## src/rtl/cp0_pkg.sv

```systemverilog
// Shared CP0 constants: register numbers, exception codes, vectors and exc_req layout.
// Also holds the fixed-priority exception code encoder.
package cp0_pkg;

    localparam logic [4:0] REG_BADVADDR = 5'd8;
    localparam logic [4:0] REG_COUNT    = 5'd9;
    localparam logic [4:0] REG_COMPARE  = 5'd11;
    localparam logic [4:0] REG_STATUS   = 5'd12;
    localparam logic [4:0] REG_CAUSE    = 5'd13;
    localparam logic [4:0] REG_EPC      = 5'd14;

    localparam logic [4:0] EXC_INT  = 5'h00;
    localparam logic [4:0] EXC_ADEL = 5'h04;
    localparam logic [4:0] EXC_ADES = 5'h05;
    localparam logic [4:0] EXC_SYS  = 5'h08;
    localparam logic [4:0] EXC_BP   = 5'h09;
    localparam logic [4:0] EXC_RI   = 5'h0a;
    localparam logic [4:0] EXC_OV   = 5'h0c;

    localparam logic [31:0] VEC_BEV    = 32'hBFC0_0380;
    localparam logic [31:0] VEC_NORMAL = 32'h8000_0180;

    localparam int EXC_REQ_W    = 7;
    localparam int EXC_BIT_INT  = 6;
    localparam int EXC_BIT_ADEL = 5;
    localparam int EXC_BIT_ADES = 4;
    localparam int EXC_BIT_SYS  = 3;
    localparam int EXC_BIT_BP   = 2;
    localparam int EXC_BIT_RI   = 1;
    localparam int EXC_BIT_OV   = 0;

    // Highest set bit wins; an all-zero request is never consumed by the caller.
    function automatic logic [4:0] exc_code_of(input logic [EXC_REQ_W-1:0] req);
        if (req[EXC_BIT_INT])       return EXC_INT;
        else if (req[EXC_BIT_ADEL]) return EXC_ADEL;
        else if (req[EXC_BIT_ADES]) return EXC_ADES;
        else if (req[EXC_BIT_SYS])  return EXC_SYS;
        else if (req[EXC_BIT_BP])   return EXC_BP;
        else if (req[EXC_BIT_RI])   return EXC_RI;
        else                        return EXC_OV;
    endfunction

endpackage

```

## src/rtl/cp0_timer.sv

```systemverilog
// CP0 timer: prescale divider, Count, Compare and the sticky timer interrupt TI.
// Write strobes arrive already qualified against exceptions and eret.
module cp0_timer
    import cp0_pkg::*;
#(
    parameter int COUNT_DIV = 2,
    parameter int TIMER_EN  = 1
) (
    input  logic        clk,
    input  logic        rst,
    input  logic        count_wen,
    input  logic        compare_wen,
    input  logic [31:0] wdata,
    output logic [31:0] count,
    output logic [31:0] compare,
    output logic        ti
);

    localparam int             DIV_W    = (COUNT_DIV > 1) ? $clog2(COUNT_DIV) : 1;
    localparam logic [DIV_W-1:0] DIV_LAST = DIV_W'(COUNT_DIV - 1);

    logic [DIV_W-1:0] div;
    logic             div_wrap;
    logic             ti_hit;

    assign div_wrap = (div == DIV_LAST);
    assign ti_hit   = (TIMER_EN != 0) && (count == compare);

    always_ff @(posedge clk or negedge rst) begin
        if (!rst) begin
            div     <= '0;
            count   <= '0;
            compare <= '0;
            ti      <= 1'b0;
        end else begin
            if (count_wen) begin
                count <= wdata;
                div   <= '0;
            end else if (div_wrap) begin
                count <= count + 32'd1;
                div   <= '0;
            end else begin
                div <= div + 1'b1;
            end

            if (compare_wen) begin
                compare <= wdata;
            end

            // Acknowledging via Compare must win over a coincident match.
            if (compare_wen) begin
                ti <= 1'b0;
            end else if (ti_hit) begin
                ti <= 1'b1;
            end
        end
    end

endmodule

```

## src/rtl/cp0_unit.sv

```systemverilog
// MIPS CP0 at the commit stage: exception entry/exit, mtc0/mfc0, interrupt lines
// and the flush target. Timer state lives in cp0_timer.
module cp0_unit
    import cp0_pkg::*;
#(
    parameter int NUM_HW_INT = 6,
    parameter int COUNT_DIV  = 2,
    parameter int TIMER_EN   = 1
) (
    input  logic                  clk,
    input  logic                  rst,
    input  logic [4:0]            cp0_addr,
    input  logic                  cp0_wen,
    input  logic [31:0]           cp0_wdata,
    output logic [31:0]           cp0_rdata,
    input  logic [EXC_REQ_W-1:0]  exc_req,
    input  logic                  eret,
    input  logic [31:0]           exc_pc,
    input  logic                  is_slot,
    input  logic [31:0]           bad_vaddr,
    input  logic [NUM_HW_INT-1:0] hw_int,
    output logic                  int_pending,
    output logic                  flush,
    output logic [31:0]           flush_pc
);

    localparam logic STATUS_BEV = 1'b1;

    logic [7:0]  status_im;
    logic        status_exl;
    logic        status_ie;
    logic        cause_bd;
    logic [4:0]  cause_exc;
    logic [1:0]  cause_ip_sw;
    logic [5:0]  cause_ip_hw;
    logic [31:0] epc;
    logic [31:0] badvaddr;

    logic [31:0] count;
    logic [31:0] compare;
    logic        ti;

    logic        exc_take;
    logic        mtc0_take;
    logic        wr_status;
    logic        wr_cause;
    logic        wr_epc;
    logic        wr_count;
    logic        wr_compare;
    logic [4:0]  exc_code;
    logic        addr_fault;
    logic [5:0]  hw_int_ext;
    logic [7:0]  cause_ip;
    logic [31:0] status_rd;
    logic [31:0] cause_rd;

    // Exceptions beat eret, which beats mtc0; a losing write has no effect at all.
    assign exc_take   = |exc_req;
    assign mtc0_take  = cp0_wen & ~exc_take & ~eret;
    assign wr_status  = mtc0_take && (cp0_addr == REG_STATUS);
    assign wr_cause   = mtc0_take && (cp0_addr == REG_CAUSE);
    assign wr_epc     = mtc0_take && (cp0_addr == REG_EPC);
    assign wr_count   = mtc0_take && (cp0_addr == REG_COUNT);
    assign wr_compare = mtc0_take && (cp0_addr == REG_COMPARE);

    assign exc_code   = exc_code_of(exc_req);
    assign addr_fault = ~exc_req[EXC_BIT_INT] & (exc_req[EXC_BIT_ADEL] | exc_req[EXC_BIT_ADES]);
    assign hw_int_ext = 6'(hw_int);

    cp0_timer #(
        .COUNT_DIV(COUNT_DIV),
        .TIMER_EN (TIMER_EN)
    ) u_timer (
        .clk        (clk),
        .rst        (rst),
        .count_wen  (wr_count),
        .compare_wen(wr_compare),
        .wdata      (cp0_wdata),
        .count      (count),
        .compare    (compare),
        .ti         (ti)
    );

    always_ff @(posedge clk or negedge rst) begin
        if (!rst) begin
            status_im   <= '0;
            status_exl  <= 1'b0;
            status_ie   <= 1'b0;
            cause_bd    <= 1'b0;
            cause_exc   <= '0;
            cause_ip_sw <= '0;
            cause_ip_hw <= '0;
            epc         <= '0;
            badvaddr    <= '0;
        end else begin
            cause_ip_hw <= hw_int_ext;
            if (exc_take) begin
                status_exl <= 1'b1;
                cause_exc  <= exc_code;
                // Nested exceptions keep the original return point.
                if (!status_exl) begin
                    epc      <= is_slot ? (exc_pc - 32'd4) : exc_pc;
                    cause_bd <= is_slot;
                end
                if (addr_fault) begin
                    badvaddr <= bad_vaddr;
                end
            end else if (eret) begin
                status_exl <= 1'b0;
            end else begin
                if (wr_status) begin
                    status_im  <= cp0_wdata[15:8];
                    status_exl <= cp0_wdata[1];
                    status_ie  <= cp0_wdata[0];
                end
                if (wr_cause) begin
                    cause_ip_sw <= cp0_wdata[9:8];
                end
                if (wr_epc) begin
                    epc <= cp0_wdata;
                end
            end
        end
    end

    assign cause_ip  = {cause_ip_hw[5] | ti, cause_ip_hw[4:0], cause_ip_sw};
    assign status_rd = {9'b0, STATUS_BEV, 6'b0, status_im, 6'b0, status_exl, status_ie};
    assign cause_rd  = {cause_bd, ti, 14'b0, cause_ip, 1'b0, cause_exc, 2'b0};

    always_comb begin
        cp0_rdata = 32'h0;
        case (cp0_addr)
            REG_BADVADDR: cp0_rdata = badvaddr;
            REG_COUNT:    cp0_rdata = count;
            REG_COMPARE:  cp0_rdata = compare;
            REG_STATUS:   cp0_rdata = status_rd;
            REG_CAUSE:    cp0_rdata = cause_rd;
            REG_EPC:      cp0_rdata = epc;
            default:      cp0_rdata = 32'h0;
        endcase
    end

    assign int_pending = status_ie & ~status_exl & (|(cause_ip & status_im));
    assign flush       = exc_take | eret;
    assign flush_pc    = exc_take ? (STATUS_BEV ? VEC_BEV : VEC_NORMAL) : epc;

endmodule

```

## config.mk

```make
export PLATFORM = sky130hd
export DESIGN_NAME = cp0_unit
export DESIGN_NICKNAME = d
export VERILOG_FILES = /design/src/rtl/cp0_pkg.sv /design/src/rtl/cp0_timer.sv /design/src/rtl/cp0_unit.sv
export SDC_FILE = /design/constraint.sdc
export NUM_CORES = 1
export LEC_CHECK = 0
export ABC_AREA = 1
export ABC_CLOCK_PERIOD_IN_PS = 2250
export CAP_MARGIN = 10
export CORE_MARGIN = 2
export CORE_UTILIZATION = 36
export DETAILED_ROUTE_END_ITERATION = 8
export PLACE_DENSITY = 0.64
export RECOVER_POWER = 50
export SLEW_MARGIN = 0
export SYNTH_ARGS = -nofsm -noshare
export SYNTH_HDL_FRONTEND = slang
export SYNTH_SLANG_ARGS = --single-unit
```

## constraint.sdc

```tcl
create_clock -name clk -period 2.25 [get_ports clk]
set_clock_uncertainty 0.05 [all_clocks]
set_input_delay 0.3375 -clock clk [delete_from_list [all_inputs] [get_ports clk]]
set_output_delay 0.3375 -clock clk [all_outputs]
set_load 0.01 [all_outputs]
```

==> flow_summary.yaml <==
status:
  outcome: "finished, final reports clean"
route:
  drcViolationCount: 0
  post_drt_via_cell_ratio: 5.09
  avgRoutedWirePerCell_um: 18.0
  drt_iter0_drc: 1052
  ant_nets: 0
  routed_wl_um: 36200
  drt_first_pass_iters: 5
  vias: 10251
critical_path:
  worst_setup_path_end_kind: "primary output"
  arrival_ns: 1.79
  critPathLaunchType: "input pin"
  path_buf_inv: 6
  cp_max_fo: 11
  path_depth: 10
  cp.required_ns: 1.86
  slowest_delay_ns: 0.27
  r2r_end: "u_timer.count[18]"
  slowest_stage: "dlygate4sd2_1"
  crit_chain: "dlygate4sd2_1 -> nor2_2 -> buf_4 -> nand3_1 -> inv_2 -> buf_12 -> buf_4 -> nand2_1 -> nand3_1 -> clkdlybuf4s15_1"
  crit_family: "buffers and inverters"
  rrSetupSlack_ns: 0.19
  reg2reg_from: "u_timer.count[1]"
  criticalPathCategory: "input pin to primary output"
  r2r_cells: 9
logic_synthesis:
  synth.cell_area_um2: 9560
  synth_top_cell_area_share: 0.401
  synthArstFlopShare: 1.00
  syn_area_per_cell_um2: 6.78
  ys.flop_type: "dfrtp_1"
  synth.area.top_cells: "dfrtp_1 (40%), nand2_1 (20%), nor2_1 (6.1%), inv_1 (5.6%), nand3_1 (5.2%)"
  yosys_warnings: 0
  ys_seq_area_frac: 0.401
  syn-num-nets: 1530
  yosysMostFrequentCell: "nand2_1"
  synth_enable_flop_cells: 0
  ys_seq_elements: 153
  ys_types: 38
  synth_common_cells: "nand2_1 (517), nor2_1 (156), dfrtp_1 (153), inv_1 (143), nand3_1 (99)"
  synth_area_leader_cell: "dfrtp_1"
  synthCells: 1409
timing:
  slew_viol_final: 0
  final_hold_viol_count: 0
  period_share: 0.968
  max_clock_freq_mhz: 459
  setup_viol: 0
  slew_headroom: 0.363
  worstMarginPinSlew_ns: 0.955
  rsz0062_at_grt: "false"
  fin_crit_ns: 2.18
final_layout:
  nFillCells: 2593
  regArea_um2: 3830
  final_cells: 2013
  multi_input_area_um2: 5060
  syn_to_final_growth_pct: 38.2
  final_nets: 1786
  drive_gt1_frac: 0.144
placement:
  io_buffer_count: 184
  globalplace.congestion: 1.00
  dp.cells: 1961
  place_hpwl_um: 28400
global_route:
  grt_max_degree: 44
  grt_pass1_wl_um: 56500
  grt_usage: 0.263
  antenna_found_initial: 1
  grt_pass1_vias: 9968
  overflow: 0
die:
  die-width_um: 167
  io_pins: 185
  num_rows: 59
  dieArea_um2: 27900
  initial_utilization: 0.367
  core_um2: 26100
  die_h_um: 167
power:
  p_per_area_nw_per_um2: 558
  finalPower_mw: 7.37
  ir_worst_vdd_v: 0.000495
  leakage_nw: 6.41
clocking:
  root_buffer: "clkbuf_16"
  clk_pin_slew_ns: 0.07
  cts_tree: "built"
  clkLatencyLatePin_ns: 0.43
  numCtsBuffers: 17
  htreeDepth: 4
  clock-sinks: 153
  clk_path_buf_depth: 2
worst_hold_path:
  hold_depth: 2
  hp-class: "input pin to flip-flop"
  min_to: "cause_exc[0]"
  hold_path.startpoint: "exc_req[5]"
run:
  drv_cap: 0
through the flow:
stage	TNS (ns)	utilization	hold WS, ns	setup slack [ns]	area (um2)
finish	0	0.507	0.193	0.0711	13200
global route	0	0.507	0.195	0.00400	13200
CTS	-0.00361	0.507	0.209	-0.00242	13200
detailed placement	-37.57	0.475	0.215	-0.629	12400
global placement	-33.39	0.475	0.216	-0.583	12400
floorplan	0	-	-0.00809	0.498	9560
cells by family after synthesis:
kind of cell,Yosys count,synth area share
compound gates,169,0.111
xor+xnor,48,0.0440
fa+ha+maj,2,0.00262
buf+inv,208,0.0871
flops,153,0.401
simple gates,829,0.355
metal layers:
layer / GRT usage / routed length (um) / up-vias
li1: - / - / 4999
met1: 0.373 / 16400 / 4800
met2: 0.412 / 16400 / 389
met3: 0.0444 / 2530 / 63
met4: 0.0753 / 878 / 0
met5: 0 / 0 / -
flip-flops by register name, summed over array words and instances (netlist names):
| register | count |
|---|---|
| badvaddr | 32 |
| cause_bd | 1 |
| cause_exc | 4 |
| cause_ip_hw | 6 |
| cause_ip_sw | 2 |
| epc | 32 |
| status_exl | 1 |
| status_ie | 1 |
| status_im | 8 |
| u_timer.compare | 32 |
| u_timer.count | 32 |
| u_timer.div | 1 |
| u_timer.ti | 1 |
where the power goes:
part	switching (mW)	leakage (nW)	internal [mW]
clock network	1.20	0.276	1.69
logic	0.682	4.18	0.505
registers	0.283	1.95	3.00
total	2.17	6.41	5.20
cell usage in the layout (no fill, tap or decap), types with 3 or more instances in the layout:
cell type	n
a21oi_1	11
a221oi_2	8
a22oi_1	25
a22oi_2	3
buf_12	14
buf_2	30
buf_4	80
buf_6	8
clkbuf_1	6
clkbuf_16	17
clkbuf_2	4
clkdlybuf4s15_1	3
clkdlybuf4s15_2	5
clkdlybuf4s50_1	106
clkinvlp_4	3
dfrtp_1	153
dlygate4sd2_1	29
dlygate4sd3_1	7
inv_1	139
inv_2	9
inv_6	3
nand2_1	514
nand2_2	5
nand3_1	97
nand4_1	13
nor2_1	150
nor2_2	7
nor2_4	5
nor3_1	14
o2111ai_1	6
o211ai_1	22
o21ai_0	66
o21ai_1	16
or2_2	14
xnor2_1	22
xor2_1	26
layout make-up:
cell class / instances / area share
Antenna cell: 1 / 0.000189
Clock buffer: 21 / 0.0349
Clock inverter: 10 / 0.00900
Inverter: 150 / 0.0432
Multi-Input combinational cell: 1048 / 0.383
Sequential cell: 153 / 0.290
Tap cell: 335 / 0.0317
Timing Repair Buffer: 295 / 0.209
how the worst max path moves through the flow:
stage                     start       endpoint  slack (ns)
detailed placement  cp0_addr[2]  cp0_rdata[30]       -0.63
global placement    cp0_addr[2]  cp0_rdata[30]       -0.58
finish              cp0_addr[0]  cp0_rdata[14]        0.07
floorplan           cp0_addr[3]  cp0_rdata[15]        0.50
global route         exc_req[2]    flush_pc[6]       0.004
CTS                  exc_req[5]   flush_pc[26]      -0.002
repair_timing:
item	CTS	global route
setup buffers	14	2
endpoints found under the hold margin	31	0
hold buffers	1	0
pin swaps	16	4
gates cloned	4	0
setup endpoints to repair	66	18
gates resized for setup	227	9
Power figures use the tool's default switching activity.
